===== config.mk =====
export PLATFORM = sky130hd
export DESIGN_NAME = fb_access_sequencer
export DESIGN_NICKNAME = d
export VERILOG_FILES = /design/src/rtl/fb_access_sequencer.sv
export SDC_FILE = /design/constraint.sdc
export NUM_CORES = 1
export LEC_CHECK = 0
export CORE_MARGIN = 4
export CORE_UTILIZATION = 52
export CTS_CLUSTER_DIAMETER = 100
export CTS_CLUSTER_SIZE = 10
export DETAILED_ROUTE_END_ITERATION = 8
export GPL_TIMING_DRIVEN = 0
export PLACE_DENSITY_LB_ADDON = 0.15
export SLEW_MARGIN = 20
export SYNTH_ARGS = -nofsm -noshare
export SYNTH_HDL_FRONTEND = slang
export SYNTH_SLANG_ARGS = --single-unit

===== constraint.sdc =====
create_clock -name clk -period 2.75 [get_ports clk]
set_input_delay 0.825 -clock clk [delete_from_list [all_inputs] [get_ports clk]]
set_output_delay 0.825 -clock clk [all_outputs]
set_load 0.02 [all_outputs]

===== src/rtl/fb_access_sequencer.sv =====
// Frame-buffer access sequencer: debounced capture request, one-frame write window,
// then a display-read hold-off until raster and read FIFO are back at origin.
`timescale 1ns/1ps
module fb_access_sequencer #(
  parameter int unsigned DEBOUNCE_CYCLES = 4096,
  parameter int unsigned FB_WORDS        = 65536,
  parameter int unsigned SYNC_TIMEOUT    = 1048576,
  parameter int unsigned ADDR_W          = 16
) (
  input  logic              clk,
  input  logic              rst,
  input  logic              cap_req,
  input  logic              pix_valid,
  input  logic [ADDR_W-1:0] vga_x,
  input  logic [ADDR_W-1:0] vga_y,
  input  logic [ADDR_W-1:0] rd_addr,
  output logic              wr_en,
  output logic              rd_gate,
  output logic              rd_load,
  output logic              busy,
  output logic [2:0]        state_o,
  output logic [7:0]        frame_cnt,
  output logic              sync_err
);

  localparam int unsigned DEB_W  = (DEBOUNCE_CYCLES > 1) ? $clog2(DEBOUNCE_CYCLES) : 1;
  localparam int unsigned WORD_W = ADDR_W + 1;
  localparam int unsigned TO_W   = (SYNC_TIMEOUT > 1) ? $clog2(SYNC_TIMEOUT) : 1;

  localparam logic [DEB_W-1:0]  DEB_LAST  = DEB_W'(DEBOUNCE_CYCLES - 1);
  localparam logic [WORD_W-1:0] WORD_LAST = WORD_W'(FB_WORDS - 1);
  localparam logic [TO_W-1:0]   TO_LAST   = TO_W'(SYNC_TIMEOUT - 1);

  typedef enum logic [2:0] {
    S_DISPLAY = 3'd0,
    S_ARM     = 3'd1,
    S_WRITE   = 3'd2,
    S_RESYNC  = 3'd3
  } state_t;

  state_t            r_state;
  logic [1:0]        r_sync;
  logic [DEB_W-1:0]  r_deb_cnt;
  logic [WORD_W-1:0] r_word_cnt;
  logic [TO_W-1:0]   r_to_cnt;
  logic [7:0]        r_frame_cnt;
  logic              r_rd_gate;
  logic              r_rd_load;
  logic              r_busy;
  logic              r_sync_err;

  logic w_req_s;
  logic w_wr_en;
  logic w_at_origin;

  assign w_req_s     = r_sync[1];
  assign w_wr_en     = pix_valid & (r_state == S_WRITE);
  assign w_at_origin = (vga_x == '0) && (vga_y == '0) && (rd_addr == '0);

  // Sequencer FSM; rd_gate/busy are updated together with every state change.
  always_ff @(posedge clk or posedge rst) begin
    if (rst) begin
      r_state     <= S_DISPLAY;
      r_sync      <= 2'b00;
      r_deb_cnt   <= '0;
      r_word_cnt  <= '0;
      r_to_cnt    <= '0;
      r_frame_cnt <= 8'd0;
      r_rd_gate   <= 1'b1;
      r_rd_load   <= 1'b0;
      r_busy      <= 1'b0;
      r_sync_err  <= 1'b0;
    end else begin
      r_sync    <= {r_sync[0], cap_req};
      r_rd_load <= 1'b0;
      case (r_state)
        S_DISPLAY: begin
          if (w_req_s) begin
            r_state   <= S_ARM;
            r_deb_cnt <= '0;
            r_rd_gate <= 1'b0;
            r_busy    <= 1'b1;
          end
        end
        S_ARM: begin
          if (w_req_s) begin
            if (r_deb_cnt != DEB_LAST) r_deb_cnt <= r_deb_cnt + DEB_W'(1);
          end else if (r_deb_cnt == DEB_LAST) begin
            // Capture starts on release of a request held long enough.
            r_state    <= S_WRITE;
            r_word_cnt <= '0;
          end else begin
            r_state   <= S_DISPLAY;
            r_rd_gate <= 1'b1;
            r_busy    <= 1'b0;
          end
        end
        S_WRITE: begin
          if (w_wr_en) begin
            r_word_cnt <= r_word_cnt + WORD_W'(1);
            if (r_word_cnt == WORD_LAST) begin
              r_state     <= S_RESYNC;
              r_to_cnt    <= '0;
              r_frame_cnt <= r_frame_cnt + 8'd1;
            end
          end
        end
        S_RESYNC: begin
          r_to_cnt <= r_to_cnt + TO_W'(1);
          if (w_at_origin || (r_to_cnt == TO_LAST)) begin
            r_state   <= S_DISPLAY;
            r_rd_load <= 1'b1;
            r_rd_gate <= 1'b1;
            r_busy    <= 1'b0;
            if (!w_at_origin) r_sync_err <= 1'b1;
          end
        end
        default: begin
          r_state   <= S_DISPLAY;
          r_rd_gate <= 1'b1;
          r_busy    <= 1'b0;
        end
      endcase
    end
  end

  assign wr_en     = w_wr_en;
  assign rd_gate   = r_rd_gate;
  assign rd_load   = r_rd_load;
  assign busy      = r_busy;
  assign state_o   = r_state;
  assign frame_cnt = r_frame_cnt;
  assign sync_err  = r_sync_err;

endmodule


## Word level (Yosys, flattened, before mapping)

Index checks and enable logic that the tools add are counted.

- Flip-flop bits (word level): 66
- Bits in latches: 0
- Bits in writable memories: 0
- Memory bits (read-only): 0
- Input bits: 52
- Output and inout bits: 16
- Logic and storage cells: 80
- Memories kept: 0

- $add $sub $neg: 4
- Multiply operators: 0
- Divide/modulo/power cells: 0
- Magnitude comparators: 0
- Equal/unequal tests: 16
- Shift-type cells: 0
- Mux-type cells: 30
- Bitwise gates (word level): 3
- Reductions and logical operators: 17

Operators with widths:

| kind | number |
|---|---|
| 17-bit two-way mux | 3 |
| 16-bit zero test | 3 |
| 20-bit two-way mux | 2 |
| 20-bit case mux with 2 select lines | 1 |
| 12-bit two-way mux | 3 |
| 17-bit case mux with 2 select lines | 1 |
| 12-bit case mux with 2 select lines | 1 |
| 20-bit by 1-bit adder with 20-bit output, second input constant | 1 |
| 20-bit == test, second input constant | 1 |
| 17-bit by 1-bit adder with 17-bit output, second input constant | 1 |
| 17-bit by 16-bit == test with 1-bit output, second input constant | 1 |
| 2-bit != test, second input constant | 8 |
| 3-bit two-way mux | 5 |
| 12-bit by 1-bit adder with 12-bit output, second input constant | 1 |
| 12-bit == test, second input constant | 1 |
| 12-bit != test, second input constant | 1 |
| 3-bit case mux with 4 select lines | 1 |
| 1-bit two-way mux | 10 |
| 5-bit AND reduction | 2 |
| 3-bit AND reduction | 3 |
| 8-bit by 1-bit adder with 8-bit output, second input constant | 1 |
| 1-bit case mux with 4 select lines | 2 |
| 4-bit AND reduction | 2 |
| 3-bit by 2-bit == test with 1-bit output, second input constant | 2 |
| 9 further kinds | 13 |

## Longest topological paths before layout

Gate-level depths: netlist (run 1).

- Word-level depth: 6
- Depth in mapped cells: 11
- Depth with buffers taken out: 10

## Worst setup path before layout (run 1)

No wires, ideal clock.

- Path type: register -> register
- Start: register r_word_cnt[2]
- End: register r_to_cnt[18]
- Library setup time: 0.133 ns
- Arrival time: 2.197 ns
- Required time: 2.617 ns
- Path slack: 0.420 ns
- Cell stages (with the launch flop): 12
- Path buffers: 1
- Path through: dfrtp_1 > nand4_1 > nor2_1 > nand3_1 > nor4_1 > ha_1 > a21o_1 > nand4_1 > clkbuf_1 > nor4_1 > xnor2_1 > nor2_1

- Longest elaborated chain between the ends: 3

RTL lines:

| what | line | source |
|---|---|---|
| start, declared | 44 | `logic [WORD_W-1:0] r_word_cnt;` |
| start signal, assigned | 100 | `r_word_cnt <= r_word_cnt + WORD_W'(1);` |
| 17-bit by 16-bit == test with 1-bit output | 101 | `if (r_word_cnt == WORD_LAST) begin` |
| 2-bit by 1-bit != test with 1-bit output (no source line) | -- |  |
| 3-bit AND reduction (no source line) | -- |  |
| end signal, assigned | 109 | `r_to_cnt <= r_to_cnt + TO_W'(1);` |
| end, declared | 45 | `logic [TO_W-1:0] r_to_cnt;` |

Every way passes these cells.
A chain may end at the register's enable or synchronous reset.

## Worst setup path after layout (run 1)

- Start: register r_word_cnt[2]
- End: register r_frame_cnt[2] (netlist: frame_cnt[2])

- Longest elaborated chain between the ends: 2

RTL lines:

| what | line | source |
|---|---|---|
| 17-bit by 16-bit == test with 1-bit output | 101 |  |
| 3-bit AND reduction (no source line) | -- |  |
| end signal, assigned | 104 | `r_frame_cnt <= r_frame_cnt + 8'd1;` |
| end, declared | 46 | `logic [7:0] r_frame_cnt;` |

Every way passes these cells.

==> results.md, run 1 <==
* Status: finished, final reports clean
* Main area contributors after synthesis: dfrtp_1, xnor2_1, nor4_1, nor2_1, nand2_1
* Gr ovfl total at 0
* Fin crit share at 95.6%
* Syn avg cell area at 9.48 µm²
* Switching pwr at 486 µW
* Fin. Hold Viols at 0
* Crit Path Class: reg2reg
* Htree depth at 3
* Async set-or-reset flop fraction in the synthesized netlist at 100%
* Yosys top cell area share at 47.6%
* Post-Syn Area at 0.00337 mm²
* Min-delay src: r_sync[0]
* Post-synth cell types at 51
* Hold Path End: r_sync[1]
* R2R depth at 10
* Largest delay share family, worst path: simple AND/OR/NAND/NOR gates
* # IOs at 68
* Count of final setup violators at 0
* CP arrival at 2.87 ns
* Rows at 29
* Initial core utilization at 53.3%
* Fin Hold WS at 0.364 ns
* Die ar. at 0.00782 mm²
* Syn Inst Count at 355
* Fmax at 380 MHz
* # diodes at 0
* Top_reg_cell synth: dfrtp_1
* Wire per inst at 14.6 µm
* Hold Crit Class: reg2reg
* Clock skew at 0.00839 ns
* R2r startpoint: r_word_cnt[2]
* Comb power frac at 7.8%
* Final Cell Area at 0.00444 mm²
* Root buf cell: clkbuf_8
* Post-synth EDFFs at 0
* Area Growth Syn to Fin at 32.0%
* Sink Count at 65
* Count leader, synth: dfrtp_1
* Initial antenna violation count at 0
* Sequential fraction of the synthesis area at 48.4%
* Worst vdd ir at 0.377 mV
* Drt drc at 0
* Crit end category: flop
* Clk buf depth at 2
* Placed insts at 499
* Post-route ant nets at 0
* Reg power frac at 50.1%
* Die width at 88.5 µm
* Crit path from: r_word_cnt[2]
* Share of cells above drive strength 1 at 10.7%
* Worst R2R End: frame_cnt[2]
* Worst EP required at 2.99 ns
* Power Internal at 1.49 mW
* Core area at 0.00631 mm²
* Final Max Slew Viols at 0
* Synthesis warning total at 0
* Largest net degree at the start of global routing at 36
* Worst setup SP type: flop
* Max FO, Critical Path at 10
* Final setup margin at 0.120 ns
* RSZ-0062 raised after global routing: true
* Worst path slowest cell: clkbuf_1
* Tightest Pin Transition at 0.714 ns
* 1st-pass router iterations at 4
* Overall Global Routing Usage at 20.8%
* Buf/Inv on CP at 2
* Clock power share at 42.1%
* Crit path time final at 2.63 ns
* Total power draw at 1.97 mW
* Gpl congestion at 0.839
* First-pass GRT wire length at 12800 µm
* DP Area at 0.00415 mm²
* CP cell instances: nand4_1 > nor2_2 > nand3_1 > nor4_4 > ha_2 > and2_1 > clkbuf_1 > clkbuf_1 > nand2_1 > xnor2_1
* Vias in the first global route at 2870
* Max-cap violations at 0
* CTS tree: built
* Die Ht at 88.5 µm
* Switch share at 24.6%
* Non-filler cells, final at 517
* Total Wirelength at 7550 µm
* Max stage delay on crit path at 0.44 ns
* Via-per-instance ratio at 5.71
* Dpl ws at -0.512 ns
* Post-Syn Nets at 412
* Clk_lat worst skew at 0.35 ns
* Pleak at 1.85 nW
* Worst slew margin at 51.9%
* Yosys reg bits at 65
* PwrDens at 444 mW/mm²
* DP HPWL at 5540 µm
* Leading area contributor after synthesis: dfrtp_1
* IO Port Bufs at 66
* Layout fillers at 505
* Nets@finish at 492
* Top cells by count, synth: dfrtp_1, nor2_1, nand2_1, nor4_1, xnor2_1
* Worst Hold Depth at 0
* CTS Buf Count at 9
* Clock-pin transition on the worst setup and hold timing paths at 0.08 ns
* Vias post-DR at 2951
* Flop-to-flop setup slack at 0.12 ns
* Drt first-iter violations at 86
* CP dominant cell by count: clkbuf_1
-- worst register-to-register path: stages (launching register included) --
cell and delay, ns:
dfrtp_2 0.42, nand4_1 0.17, nor2_2 0.15, nand3_1 0.14, nor4_4 0.33, ha_2 0.23, and2_1 0.11, clkbuf_1 0.27
clkbuf_1 0.44, nand2_1 0.13, xnor2_1 0.14
-- cells by family after synthesis --
group / Yosys count / synth area share, %
simple gates: 169 / 26.8
flops: 65 / 48.4
compound gates: 48 / 9.52
fa+ha+maj: 5 / 1.86
mux: 2 / 0.632
buf+inv: 29 / 3.38
other cells: 1 / 0.111
xor+xnor: 36 / 9.37
-- area by class of cell --
type / instances / area (µm²) / share of cell area (%)
multi-input combinational: 261 / 1700 / 38.2
sequential: 65 / 1630 / 36.7
clock buffer: 9 / 124 / 2.79
timing repair buffer: 69 / 696 / 15.7
tap: 77 / 96.3 / 2.17
inverter: 17 / 66.3 / 1.49
buffer: 12 / 56.3 / 1.27
clock inverter: 7 / 78.8 / 1.77
-- placed cells by master (no fill, tap or decap), drive strengths merged, types with 3 or more instances in the layout --
| master | n |
|---|---|
| ha | 5 |
| xnor2 | 25 |
| nand2b | 3 |
| inv | 19 |
| or3 | 7 |
| and2 | 3 |
| nand4 | 14 |
| nand3 | 16 |
| xor2 | 11 |
| nor2 | 40 |
| nand2 | 33 |
| nor4 | 29 |
| buf | 7 |
| and4 | 3 |
| nor3 | 10 |
| clkinvlp | 3 |
| dfrtp | 64 |
| a21oi | 10 |
| clkbuf | 18 |
| o211ai | 4 |
| o31ai | 3 |
| o21ai | 17 |
| clkdlybuf4s50 | 64 |
-- worst max-delay path by stage --
stage	end	slack (ns)	cells past startpoint
6_report	frame_cnt[2]	0.12	10
3_3_place_gp	r_deb_cnt[8]	-0.81	2
3_5_place_dp	wr_en	-0.51	5
5_1_grt	r_to_cnt[18]	-0.05	11
2_1_floorplan	busy	0.30	1
4_1_cts	wr_en	0.02	5
-- timing repair --
item	4_1_cts	5_1_grt
endpoints found under the hold margin	0	0
buffers inserted	0	2
hold buffers	0	0
pin swaps	0	4
gates resized for setup	11	14
endpoints found under the setup margin	15	19
-- metal layers --
| metal | vias to the layer above | part of all wire (%) | wire, µm | GRT usage, % |
|---|---|---|---|---|
| li1 | 1430 | - | - | - |
| met1 | 1413 | 43 | 3280 | 26.7 |
| met2 | 96 | 48 | 3640 | 34.6 |
| met3 | 12 | 6.3 | 479 | 3.82 |
| met4 | 0 | 2.0 | 150 | 9.07 |
| met5 | - | 0 | 0 | 0 |
-- state kept, by name (all words and copies together) (netlist names) --
register    count
r_word_cnt     17
frame_cnt       8
rd_gate         1
r_sync          2
r_to_cnt       20
r_deb_cnt      12
sync_err        1
rd_load         1
state_o         2
busy            1
-- power groups by stage --
| stage | sequential [mW] | combinational, mW | clock [mW] |
|---|---|---|---|
| after floorplan | 1.01 | 0.0490 | 0 |
| after global placement | 1.01 | 0.148 | 0 |
| after detailed placement | 1.01 | 0.156 | 0 |
| after CTS | 0.988 | 0.157 | 0.844 |
| after global routing | 0.990 | 0.170 | 0.892 |
| final | 0.988 | 0.154 | 0.831 |
-- stage by stage --
stage	utilization, %	TNS, ns
2_1_floorplan	-	0
3_3_place_gp	65.3	-53.03
3_5_place_dp	65.7	-1.46
4_1_cts	69.3	0
5_1_grt	70.4	-0.270
6_report	70.4	0
(Power assumes the default switching activity.)
==> inputs of run 2 (changes only) <==
- CORE_MARGIN: 4 -> not set
- CTS_CLUSTER_SIZE: 10 -> 30
==> results.md, run 2 (synthesis results as in run 1) <==
* Status: finished, final reports clean
* Leading registers by flop count: r_to_cnt x20, r_word_cnt x17, r_deb_cnt x12
* Largest net degree at the start of global routing at 41 (+14%)
* Reg power frac at 52.5% (+2.4 points)
* Clock power share at 39.4% (-2.7 points)
* Worst Hold Depth at 0 (unchanged)
* Initial antenna violation count at 0 (unchanged)
* Crit path time final at 2.70 ns (+0.0678 ns)
* Gpl congestion at 0.824 (-1.8%)
* Worst slew margin at 52.7% (+0.75 points)
* CP arrival at 1.87 ns (-1.00 ns)
* Tightest Pin Transition at 0.703 ns (-0.0112 ns)
* PwrDens at 428 mW/mm² (-3.7%)
* Vias in the first global route at 2862 (-0.28%)
* Leading cell type in the layout, fill and taps excluded: clkdlybuf4s50_1
* Switching pwr at 471 µW (-3.1%)
* Min-delay src: r_sync[0]
* Htree depth at 3 (unchanged)
* Gr ovfl total at 0 (unchanged)
* Nets@finish at 491 (-0.20%)
* Total Wirelength at 7710 µm (+2.2%)
* Utilization after layout at 72.3% (+1.9 points)
* First-pass GRT wire length at 12600 µm (-1.6%)
* Power Internal at 1.41 mW (-5.0%)
* Die ar. at 0.00680 mm² (-13%)
* CP cell instances: clkdlybuf4s50_1 > nand2_2 > inv_1 > buf_6 > buf_4
* RSZ-0062 raised after global routing: true
* Area Growth Syn to Fin at 30.9%
* Pleak at 1.80 nW (-2.9%)
* CTS tree: built
* Clock-pin transition on the worst setup and hold timing paths at 0.07 ns (about the same)
* Sink Count at 65 (unchanged)
* Worst path slowest cell: clkdlybuf4s50_1
* Crit Path Class: in2out
* Worst vdd ir at 0.369 mV (-2.4%)
* Max stage delay on crit path at 0.54 ns (+0.10 ns)
* Core area at 0.00610 mm² (-3.4%)
* Hold buffers post-CTS at 0 (unchanged)
* Root buf cell: clkbuf_8
* Max FFs per register at 20 (unchanged)
* Fin. Hold Viols at 0 (unchanged)
* Dpl ws at -0.524 ns (-0.0114 ns)
* Worst setup SP type: input pin
* Worst R2R End: r_to_cnt[14]
* Drt first-iter violations at 118 (+37%)
* Max FO, Critical Path at 10 (unchanged)
* Final Max Slew Viols at 0 (unchanged)
* Total power draw at 1.88 mW (-4.5%)
* R2r startpoint: r_word_cnt[2]
* Crit end category: output port
* Die Ht at 82.5 µm (-6.8%)
* Worst EP required at 1.93 ns (-1.06 ns)
* Drt drc at 0 (unchanged)
* Hold Path End: r_sync[1]
* Via-per-instance ratio at 5.79 (+1.5%)
* Flop-to-flop setup slack at 0.17 ns (+0.05 ns)
* # diodes at 0 (unchanged)
* Overall Global Routing Usage at 25.1% (+4.3 points)
* Vias post-DR at 2978 (+0.91%)
* # IOs at 68 (unchanged)
* Clk_lat worst skew at 0.35 ns (about the same)
* Switch share at 25.0% (+0.38 points)
* Count of final setup violators at 0 (unchanged)
* DP HPWL at 5400 µm (-2.5%)
* Wire per inst at 15.0 µm (+2.8%)
* Initial core utilization at 55.2% (+1.9 points)
* Max-cap violations at 0 (unchanged)
* Die width at 82.5 µm (-6.8%)
* Fin crit share at 98.1% (+2.5 points)
* R2R depth at 11 (+1)
* Layout fillers at 464 (-8.1%)
* Final setup margin at 0.0518 ns (-0.0678 ns)
* Fmax at 371 MHz (-2.5%)
* Setup TNS at 0 ns (unchanged)
* Rows at 28 (-3.4%)
* Share of cells above drive strength 1 at 11.2% (+0.48 points)
* Register name with the most flops: r_to_cnt
* IO Port Bufs at 66 (unchanged)
* Post-route ant nets at 0 (unchanged)
* CTS Buf Count at 9 (unchanged)
* Most frequent cells in the layout: clkdlybuf4s50_1, dfrtp_1, nor2_1
* Clock skew at 0.00689 ns (-0.00150 ns)
* Comb power frac at 8.2% (+0.4 points)
* 1st-pass router iterations at 4 (unchanged)
* Clk buf depth at 2 (unchanged)
* Hold Crit Class: reg2reg
run 2: cell count changes in the layout (fill, tap and decap cells not counted), sizes merged:
cell	change
bufinv	-1
clkdlybuf4s50	+1
clkinv	+1
clkinvlp	+1
dlymetal6s2s	-1
inv	-2
run 2: worst max-delay path by stage:
stage                        from            to  slack (ns)  cells past startpoint
CTS                     pix_valid         wr_en       0.008                      5
finish                  pix_valid         wr_en        0.05                      5
detailed placement      pix_valid         wr_en       -0.52                      5
floorplan                     rst          busy        0.30                      1
global route        r_word_cnt[2]  r_to_cnt[19]       -0.07                     10
global placement              rst  r_deb_cnt[8]       -0.78                      2
run 2: critical path, delay by kind of cell:
kind / cells / cell delay (ns)
buffers and inverters: 4 / 0.94
and+or+nand+nor: 1 / 0.11
run 2: timing repair:
item                                    CTS  global route
endpoints found under the setup margin    6            24
hold endpoints to repair                  0             0
buffers inserted                          0             2
gates resized for setup                  11            12
pin swaps                                 0             2
run 2: area by class of cell:
type	instances	area (µm²)	share of cell area (%)
Inverter	17	66.3	1.51
Sequential cell	65	1630	37.0
Timing Repair Buffer	69	693	15.7
Clock inverter	6	43.8	0.994
Tap cell	75	93.8	2.13
Multi-Input combinational cell	261	1690	38.3
Clock buffer	10	138	3.12
Buffer	11	55.1	1.25
run 2: power by group through the flow:
| stage | Combinational, mW | Clock, mW | Sequential [mW] |
|---|---|---|---|
| 2_1_floorplan | 0.0490 | 0 | 1.01 |
| 3_3_place_gp | 0.148 | 0 | 1.01 |
| 3_5_place_dp | 0.155 | 0 | 1.01 |
| 4_1_cts | 0.156 | 0.754 | 0.988 |
| 5_1_grt | 0.173 | 0.784 | 0.990 |
| 6_report | 0.154 | 0.741 | 0.988 |
run 2: metrics by stage:
step	area [µm²]	instances	hold slack [ns]
floorplan	3370	355	0.331
global placement	4120	496	0.334
detailed placement	4140	497	0.338
CTS	4340	513	0.355
global route	4410	514	0.362
finish	4410	514	0.353
run 2: layer usage:
layer	GRT usage (%)	vias up	share of wire, %	wire length [µm]
met1	31.3	1416	43	3350
met5	0	-	0	0
met2	41.7	116	49	3790
met4	9.82	0	1.4	108
met3	6.26	12	6.1	468
li1	-	1434	-	-
